--- src/rtl/store_outstanding_tracker_pkg.sv ---
// store_outstanding_tracker_pkg: core config type, tracker FSM states and the shared non-idempotent classifier
package store_outstanding_tracker_pkg;
   localparam int unsigned MaxRules = 4;

   typedef struct packed {
      int unsigned               AxiAddrWidth;
      int unsigned               MaxOutstandingStores;
      int unsigned               NrNonIdempotentRules;
      logic [MaxRules-1:0][63:0] NonIdempotentAddrBase;
      logic [MaxRules-1:0][63:0] NonIdempotentLength;
   } cva6_cfg_t;

   localparam cva6_cfg_t DefaultCfg = '{
      AxiAddrWidth:          64,
      MaxOutstandingStores:  7,
      NrNonIdempotentRules:  1,
      NonIdempotentAddrBase: {64'h0, 64'h0, 64'h0, 64'h1000_0000},
      NonIdempotentLength:   {64'h0, 64'h0, 64'h0, 64'h1000}
   };

   typedef enum logic [1:0] {IDLE, NI_WAIT, DRAIN, DONE} trk_state_e;

   // Region end is formed one bit wider so a rule touching the top of the map cannot wrap
   function automatic logic is_non_idempotent(cva6_cfg_t cfg, logic [63:0] addr);
      logic hit;
      hit = 1'b0;
      for (int unsigned i = 0; i < MaxRules; i++)
         hit |= i < cfg.NrNonIdempotentRules && addr >= cfg.NonIdempotentAddrBase[i] &&
                {1'b0, addr} < {1'b0, cfg.NonIdempotentAddrBase[i]} + {1'b0, cfg.NonIdempotentLength[i]};
      return hit;
   endfunction
endpackage

--- src/rtl/store_outstanding_tracker_region_check.sv ---
// store_region_check: combinational match of a write address against the non-idempotent rules
module store_region_check import store_outstanding_tracker_pkg::*; #(
   parameter cva6_cfg_t CVA6Cfg = DefaultCfg
) (
   input  logic [CVA6Cfg.AxiAddrWidth-1:0] addr,
   output logic                            ni
);
   assign ni = is_non_idempotent(CVA6Cfg, 64'(addr));
endmodule

--- src/rtl/store_outstanding_tracker.sv ---
// store_outstanding_tracker: gates stores onto AW, counts outstanding writes, serialises NI stores, drains for fences
module store_outstanding_tracker import store_outstanding_tracker_pkg::*; #(
   parameter cva6_cfg_t   CVA6Cfg        = DefaultCfg,
   parameter int unsigned MaxOutstanding = CVA6Cfg.MaxOutstandingStores,
   parameter int unsigned CntWidth       = $clog2(MaxOutstanding + 1)
) (
   input  logic                            clk_i,
   input  logic                            rst_i,
   input  logic                            req_valid_i,
   input  logic [CVA6Cfg.AxiAddrWidth-1:0] req_addr_i,
   output logic                            req_ready_o,
   output logic                            aw_valid_o,
   input  logic                            aw_ready_i,
   input  logic                            b_valid_i,
   input  logic [1:0]                      b_resp_i,
   output logic                            b_ready_o,
   input  logic                            fence_i,
   output logic                            fence_done_o,
   output logic [CntWidth-1:0]             outstanding_o,
   output logic                            idle_o,
   output logic                            bus_err_o,
   input  logic                            clear_err_i
);
   trk_state_e          state_q, state_d;
   logic [CntWidth-1:0] cnt_q, cnt_d;
   logic                ni, allow, aw_hs, b_hs, err_set, err_q;
   logic                unused_resp;

   store_region_check #(.CVA6Cfg(CVA6Cfg)) i_region (.addr(req_addr_i), .ni(ni));

   // A fence in the same cycle wins over a store; NI stores only go out with nothing in flight
   assign allow         = state_q == IDLE && !fence_i && cnt_q < CntWidth'(MaxOutstanding) && (!ni || cnt_q == '0);
   assign aw_valid_o    = req_valid_i && allow;
   assign req_ready_o   = aw_ready_i && allow;
   assign aw_hs         = aw_valid_o && aw_ready_i;
   assign b_ready_o     = 1'b1;
   assign b_hs          = b_valid_i && b_ready_o;
   assign err_set       = b_hs && (b_resp_i[1] || (cnt_q == '0 && !aw_hs));
   assign unused_resp   = b_resp_i[0];
   assign outstanding_o = cnt_q;
   assign idle_o        = cnt_q == '0 && state_q == IDLE;
   assign fence_done_o  = state_q == DONE;
   assign bus_err_o     = err_q;

   // Counter update; a stray B with nothing outstanding leaves the count at zero
   always_comb
      cnt_d = (aw_hs && !b_hs) ? cnt_q + CntWidth'(1) :
              (b_hs && !aw_hs && cnt_q != '0) ? cnt_q - CntWidth'(1) : cnt_q;

   // Next-state logic; DRAIN completes in the cycle the last response is counted
   always_comb begin
      state_d = state_q;
      unique case (state_q)
         IDLE:    state_d = fence_i ? DRAIN : (aw_hs && ni) ? NI_WAIT : IDLE;
         NI_WAIT: state_d = fence_i ? DRAIN : (b_hs && cnt_q == CntWidth'(1)) ? IDLE : NI_WAIT;
         DRAIN:   state_d = cnt_d == '0 ? DONE : DRAIN;
         default: state_d = IDLE;
      endcase
   end

   // State, count and sticky error registers; a new error outranks a clear
   always_ff @(posedge clk_i) begin
      if (rst_i) begin
         state_q <= IDLE;
         cnt_q   <= '0;
         err_q   <= 1'b0;
      end else begin
         state_q <= state_d;
         cnt_q   <= cnt_d;
         err_q   <= err_set || (err_q && !clear_err_i);
      end
   end

   // The issue gate must never let the count exceed the limit
   always_ff @(posedge clk_i)
      if (!rst_i) assert (cnt_q <= CntWidth'(MaxOutstanding));
endmodule
--- config.mk ---
export PLATFORM = sky130hd
export DESIGN_NAME = store_outstanding_tracker
export DESIGN_NICKNAME = d
export VERILOG_FILES = /design/src/rtl/store_outstanding_tracker_pkg.sv /design/src/rtl/store_outstanding_tracker_region_check.sv /design/src/rtl/store_outstanding_tracker.sv
export SDC_FILE = /design/constraint.sdc
export NUM_CORES = 1
export LEC_CHECK = 0
export ABC_AREA = 1
export BUFFER_PORTS_ARGS = -buffer_cell sky130_fd_sc_hd__clkbuf_2
export CAP_MARGIN = 5
export CORE_MARGIN = 1.5
export CORE_UTILIZATION = 35
export CTS_BUF_LIST = sky130_fd_sc_hd__clkbuf_8 sky130_fd_sc_hd__clkbuf_16
export CTS_CLUSTER_DIAMETER = 50
export DETAILED_ROUTE_END_ITERATION = 6
export PLACE_DENSITY = 0.94
export SLEW_MARGIN = 10
export SYNTH_ARGS = -nofsm -noshare
export SYNTH_HDL_FRONTEND = slang
export SYNTH_SLANG_ARGS = --single-unit
--- constraint.sdc ---
create_clock -name clk_i -period 5 [get_ports clk_i]
set_input_delay 0.5 -clock clk_i [delete_from_list [all_inputs] [get_ports clk_i]]
set_output_delay 0.5 -clock clk_i [all_outputs]
set_load 0.005 [all_outputs]
# Yosys cells after proc, flatten, opt, wreduce, memory -nomap -nowiden
# Index checks and enable logic that the tools add are counted.
dict set report totals {
  regBits 6
  latchBits 0
  ram_bits 0
  romBits 0
  input_bits 73
  n_memories 0
}
dict set report classes {
  addsub 2
  mul 0
  n_div 0
  magnitude_cmp 3
  n_eq_ne 4
  shift 0
  mux 8
  n_bitwise 0
  n_reduce_logical 28
}
# op n
set ops {}
lappend ops {{$ge 64x29->1 const B} 1}
lappend ops {{$lt 64x29->1 const B} 1}
lappend ops {{$logic_and 1x1->1} 16}
lappend ops {{$logic_not 3->1} 2}
lappend ops {{$mux 3} 2}
lappend ops {{$pmux 2 s3} 1}
lappend ops {{$logic_not 1->1} 5}
lappend ops {{$eq 2x2->1 const B} 2}
lappend ops {{$mux 2} 2}
lappend ops {{$add 3x1->3 const B} 1}
lappend ops {{$eq 3x1->1 const B} 1}
lappend ops {{$logic_or 1x1->1} 3}
lappend ops {{$lt 3x3->1 const B} 1}
lappend ops {{$mux 1} 3}
lappend ops {{$reduce_bool 3->1} 1}
lappend ops {{$sub 3x1->3 const B} 1}
lappend ops {{$eq 2x1->1 const B} 1}
lappend ops {{$logic_not 2->1} 1}

# Logic depth before layout (Yosys ltp)
dict set report depth {
  ltp_word 15
  depth_mapped 16
}

# Hierarchy
# Synthesis repeated with hierarchy kept, for this count alone.
dict set report unflattened {
  hier_cells 144
  area_unflattened_um2 810.8
}
# mod n_inst cells_per_inst area_each_um2 seq_area_each_um2
set by_module_without_submodules {}
lappend by_module_without_submodules {store_outstanding_tracker 1 75 541.8 120.1}
lappend by_module_without_submodules {store_region_check 1 69 269.0 0.0}

# Worst setup path after synthesis
# Ideal clock, no wire load.
dict set report synth_timing {
  path_type {flip-flop to flip-flop}
  start {register cnt_q[0] (netlist: outstanding_o[0])}
  end {register state_q[0]}
  setup_time_ns 0.066
  arrival_time_ns 1.721
  t_required_ns 4.934
  setup_slack_ns 3.213
  path_stages_with_launch 15
  path_buffers 0
  path_cell_list {dfxtp_1 inv_1 ha_1 ha_1 inv_1 nand3_2 nand4_4 inv_2 nand2_4 nand2_1 nand2_2 nand2_2 nor2_2 nand2_1 a21oi_2}
}
dict set report synth_via {
  elab_chain_len 13
}
# element line
set synth_rtl {}
lappend synth_rtl {{start, declared} store_outstanding_tracker.sv:25} ;# logic [CntWidth-1:0] cnt_q, cnt_d;
lappend synth_rtl {{start signal, assigned} store_outstanding_tracker.sv:69} ;# cnt_q <= cnt_d;
lappend synth_rtl {{$lt 3x3->1 or $logic_not 3->1 (tied branches)} store_outstanding_tracker.sv:32} ;# assign allow = state_q == IDLE && !fence_i && cnt_q < CntWidth'(MaxOutstanding) && (!ni || cnt_q == '0);
lappend synth_rtl {{$logic_and 1x1->1 or $logic_or 1x1->1 (tied branches)} store_outstanding_tracker.sv:32}
lappend synth_rtl {{$logic_and 1x1->1} store_outstanding_tracker.sv:32}
lappend synth_rtl {{$logic_and 1x1->1} store_outstanding_tracker.sv:33} ;# assign aw_valid_o = req_valid_i && allow;
lappend synth_rtl {{$logic_and 1x1->1} store_outstanding_tracker.sv:35} ;# assign aw_hs = aw_valid_o && aw_ready_i;
lappend synth_rtl {{$logic_not 1->1} store_outstanding_tracker.sv:48} ;# (b_hs && !aw_hs && cnt_q != '0) ? cnt_q - CntWidth'(1) : cnt_q;
lappend synth_rtl {{$logic_and 1x1->1 (2 in series)} store_outstanding_tracker.sv:48}
lappend synth_rtl {{$mux 3} store_outstanding_tracker.sv:48}
lappend synth_rtl {{$mux 3} store_outstanding_tracker.sv:47} ;# cnt_d = (aw_hs && !b_hs) ? cnt_q + CntWidth'(1) :
lappend synth_rtl {{$logic_not 3->1} store_outstanding_tracker.sv:56} ;# DRAIN: state_d = cnt_d == '0 ? DONE : DRAIN;
lappend synth_rtl {{$mux 1} store_outstanding_tracker.sv:56}
lappend synth_rtl {{$pmux 2 s3 (*)} store_outstanding_tracker.sv:53} ;# unique case (state_q)
lappend synth_rtl {{end signal, assigned} store_outstanding_tracker.sv:68} ;# state_q <= state_d;
lappend synth_rtl {{end, declared} store_outstanding_tracker.sv:24} ;# trk_state_e state_q, state_d;
# Every way passes the cells marked *; elsewhere a longest branch is shown, timed or not.
# A chain may end at the register's enable or synchronous reset.

# Final worst setup path
dict set report layout_timing {
  start {register cnt_q[0] (netlist: outstanding_o[0])}
  end {output port req_ready_o}
}
dict set report layout_via {
  elab_chain_len 4
}
# element line
set layout_rtl {}
lappend layout_rtl {{$lt 3x3->1 or $logic_not 3->1 (tied branches)} store_outstanding_tracker.sv:32}
lappend layout_rtl {{$logic_and 1x1->1 or $logic_or 1x1->1 (tied branches)} store_outstanding_tracker.sv:32}
lappend layout_rtl {{$logic_and 1x1->1 (*)} store_outstanding_tracker.sv:32}
lappend layout_rtl {{$logic_and 1x1->1 (*)} store_outstanding_tracker.sv:34} ;# assign req_ready_o = aw_ready_i && allow;
lappend layout_rtl {{end, declared} store_outstanding_tracker.sv:11} ;# output logic req_ready_o,
# Marks and branches as above.

==> key figures <==
Global route
  – Initial antenna violation count: 0
  – Vias in the first global route: 882
  – Overall global routing resource usage: 19.8%
  – Overflow left after global routing: 0
  – Global-route wire length before repair: 3.20 mm
  – Largest net degree at the start of global routing: 7

STA
  – Max Freq: 0.460 GHz
  – Fin crit period: 2.17 ns
  – RSZ-0062 raised after global routing: no
  – Hold WS: 0.473 ns
  – Final setup fails: 0
  – Tcrit/Tclk final: 43.5%
  – Pins Over Slew Limit: 0
  – Setup TNS: 0 ns
  – Clock Skews: 0.00131 ns
  – Fin. Hold Viols: 0

Setup path
  – Delay-heaviest family, CP: flip-flops
  – Critical path fanouts, max: 6
  – R2r setup slk: 3.02 ns
  – Critical path class: reg -> out
  – Buffers & Inverters on Critical Path: 4
  – Slowest-stage cell, CP: dfxtp_1
  – Most frequent CP cell: inv_1
  – CP Capture Type: output port
  – Arrival time worst endpoint: 1.67 ns
  – Worst setup SP type: register
  – Worst path cell trace: inv_1, ha_1, ha_1, inv_1, nand3_2, nand3_1, inv_1, clkbuf_2
  – Critical Path Max Stage Delay: 0.46 ns
  – CP Data Required Time: 4.50 ns

Synth
  – Cell Area, Synth: 692 µm²
  – Sequential area share after synthesis: 17.4%
  – Post-synth cell types: 23
  – Mapped Cells: 119
  – Synth warn: 0
  – Syn Nets: 196
  – Mapped Avg Cell Area: 5.81 µm²
  – Synth Register Bits: 6

Drt
  – Via-per-instance ratio: 4.37
  – Vias post-DR: 930
  – DRC: 0
  – Final ANT Viol Nets: 0
  – DR WL/cell: 8.84 µm
  – Drt pass-1 iters: 4
  – 1st-iter DRT viols: 15
  – Post-Route WL: 1.88 mm

Clock tree
  – Root Buffer: clkbuf_8
  – Worst-Skew Late Latency: 0.22 ns
  – CTS tree: yes
  – H-tree depth: 1
  – Clock Path Buffers: 2
  – # hold bufs at CTS: 0
  – CTS Sinks: 6
  – Worst-path clk slew: 0.04 ns
  – Setup bufs post-CTS: 0
  – Post-CTS Resized: 0
  – CTS Buf Count: 3

Finish
  – Seq. cell area: 120 µm²
  – Layout cells sized above 1: 46.3%
  – Area taken by multi-input logic gates: 519 µm²
  – Area Overhead vs Synth: 57.9%
  – Final core occ: 61.3%
  – Number of diodes: 0
  – Layout fillers: 186
  – Nets: 267

Placement
  – HPWL Detailed: 1.70 mm
  – GP Congestion: 0.868
  – Port buffer count: 67

Die
  – Horiz. Die Dim: 47.5 µm
  – Die Footprint: 2250 µm²
  – Core Rows: 15
  – Initial core utilization: 38.8%
  – # IOs: 82
  – Die Span Y: 47.5 µm
  – Core footprint: 1780 µm²

Pwr
  – Power Dens Cells: 280 nW/µm²
  – Net Sw Power: 0.122 mW
  – Peak supply drop: 0.000267 V
  – Internal cell power: 0.184 mW
  – LEAKAGE: 0.614 nW
  – Reg power frac: 25.3%
  – Comb power frac: 51.9%
  – Power share of the clock group: 22.8%
  – Sw frac: 39.8%
  – Total power: 0.306 mW

Job
  – Max Cap Viol: 0

Run status
  – Status: finished, final reports clean

Min path
  – HP Class: reg -> reg
-- cell usage after synthesis, drive strengths merged --
cell type	count	area [µm²]
conb	1	3.75
a21oi	5	28.8
nand2	31	134
nor3	3	15.0
inv	12	45.1
buf	1	7.51
or2	1	6.26
a31oi	2	27.5
o21ai	1	5.00
and2	1	6.26
dfxtp	6	120
ha	4	50.1
nand4	2	27.5
nand3	9	55.1
nor2	40	160
-- layout make-up --
class / instances / share of cell area [%]
clock buffers: 3 / 3.78
inverters: 12 / 4.12
flip-flops and latches: 6 / 11.0
repair buffers: 67 / 30.7
multi-input cells: 100 / 47.5
well taps: 25 / 2.86
-- power by group through the flow --
stage | Combinational (mW) | Clock, mW | Sequential, mW
5_1_grt | 0.181 | 0.0771 | 0.0806
4_1_cts | 0.159 | 0.0725 | 0.0776
3_3_place_gp | 0.153 | 0 | 0.0784
3_5_place_dp | 0.159 | 0 | 0.0784
6_report | 0.159 | 0.0697 | 0.0776
2_1_floorplan | 0.100 | 0 | 0.0767
-- worst min-delay path: cells and delay by family, from the launching register on --
| family | cells | cell delay, ns |
|---|---|---|
| AO/OA/AOI/OAI | 1 | 0.06 |
| flip-flops | 1 | 0.30 |
| AND/OR/NAND/NOR | 1 | 0.07 |
-- path summary, 6_finish.rpt --
| kind | startpoint | end | cells past startpoint |
|---|---|---|---|
| setup / recovery | outstanding_o[0]$_SDFF_PP0_ | req_ready_o | 8 |
| hold / removal | bus_err_o$_SDFF_PP0_ | bus_err_o$_SDFF_PP0_ | 2 |
| setup reg to reg | outstanding_o[0]$_SDFF_PP0_ | state_q[0]$_SDFF_PP0_ | 14 |
| hold reg to reg | bus_err_o$_SDFF_PP0_ | bus_err_o$_SDFF_PP0_ | 2 |
-- logic make-up (layout without fill, tap and decap cells) --
group           Yosys count  count (layout)  synth area share, %
other cells               1               1                0.542
flops                     6               6                 17.4
fa+ha+maj                 4               4                 7.23
buf+inv                  13              82                 7.60
simple gates             87              87                 58.4
compound gates            8               8                 8.86
-- sequential cells by signal, summed over array words and instances, names as in the netlist --
signal / cells
outstanding_o: 3
state_q: 2
bus_err_o: 1
-- stage by stage --
step           setup slack, ns  area [µm²]  cells
3_5_place_dp              3.03        1050    210
2_1_floorplan             3.21         692    119
4_1_cts                   2.82        1090    213
5_1_grt                   2.69        1090    213
3_3_place_gp              3.08        1050    210
6_report                  2.83        1090    213
-- layout by cell type (no fill, tap or decap) --
cell	Yosys	layout
clkbuf_8	0	3
nand2_4	1	1
conb_1	1	1
nor2_2	4	4
clkbuf_2	0	67
a31oi_1	1	1
nand2_1	26	26
nand3_1	7	7
or2_2	1	1
a31oi_4	1	1
a21oi_1	4	4
inv_1	10	10
inv_2	2	2
nand3_2	2	2
nand4_4	1	1
nand2_2	4	4
nor3_1	3	3
and2_0	1	1
dfxtp_1	6	6
o21ai_0	1	1
ha_1	4	4
nor2_1	36	36
nand4_1	1	1
a21oi_2	1	1
-- layer usage --
layer | vias to the layer above | wire length (µm) | global-route usage [%]
li1 | 509 | - | -
met1 | 379 | 793 | 20.2
met2 | 38 | 871 | 36.2
met3 | 4 | 193 | 8.30
met4 | 0 | 23 | 6.11
met5 | - | 0 | 0
(Power assumes the default switching activity.)
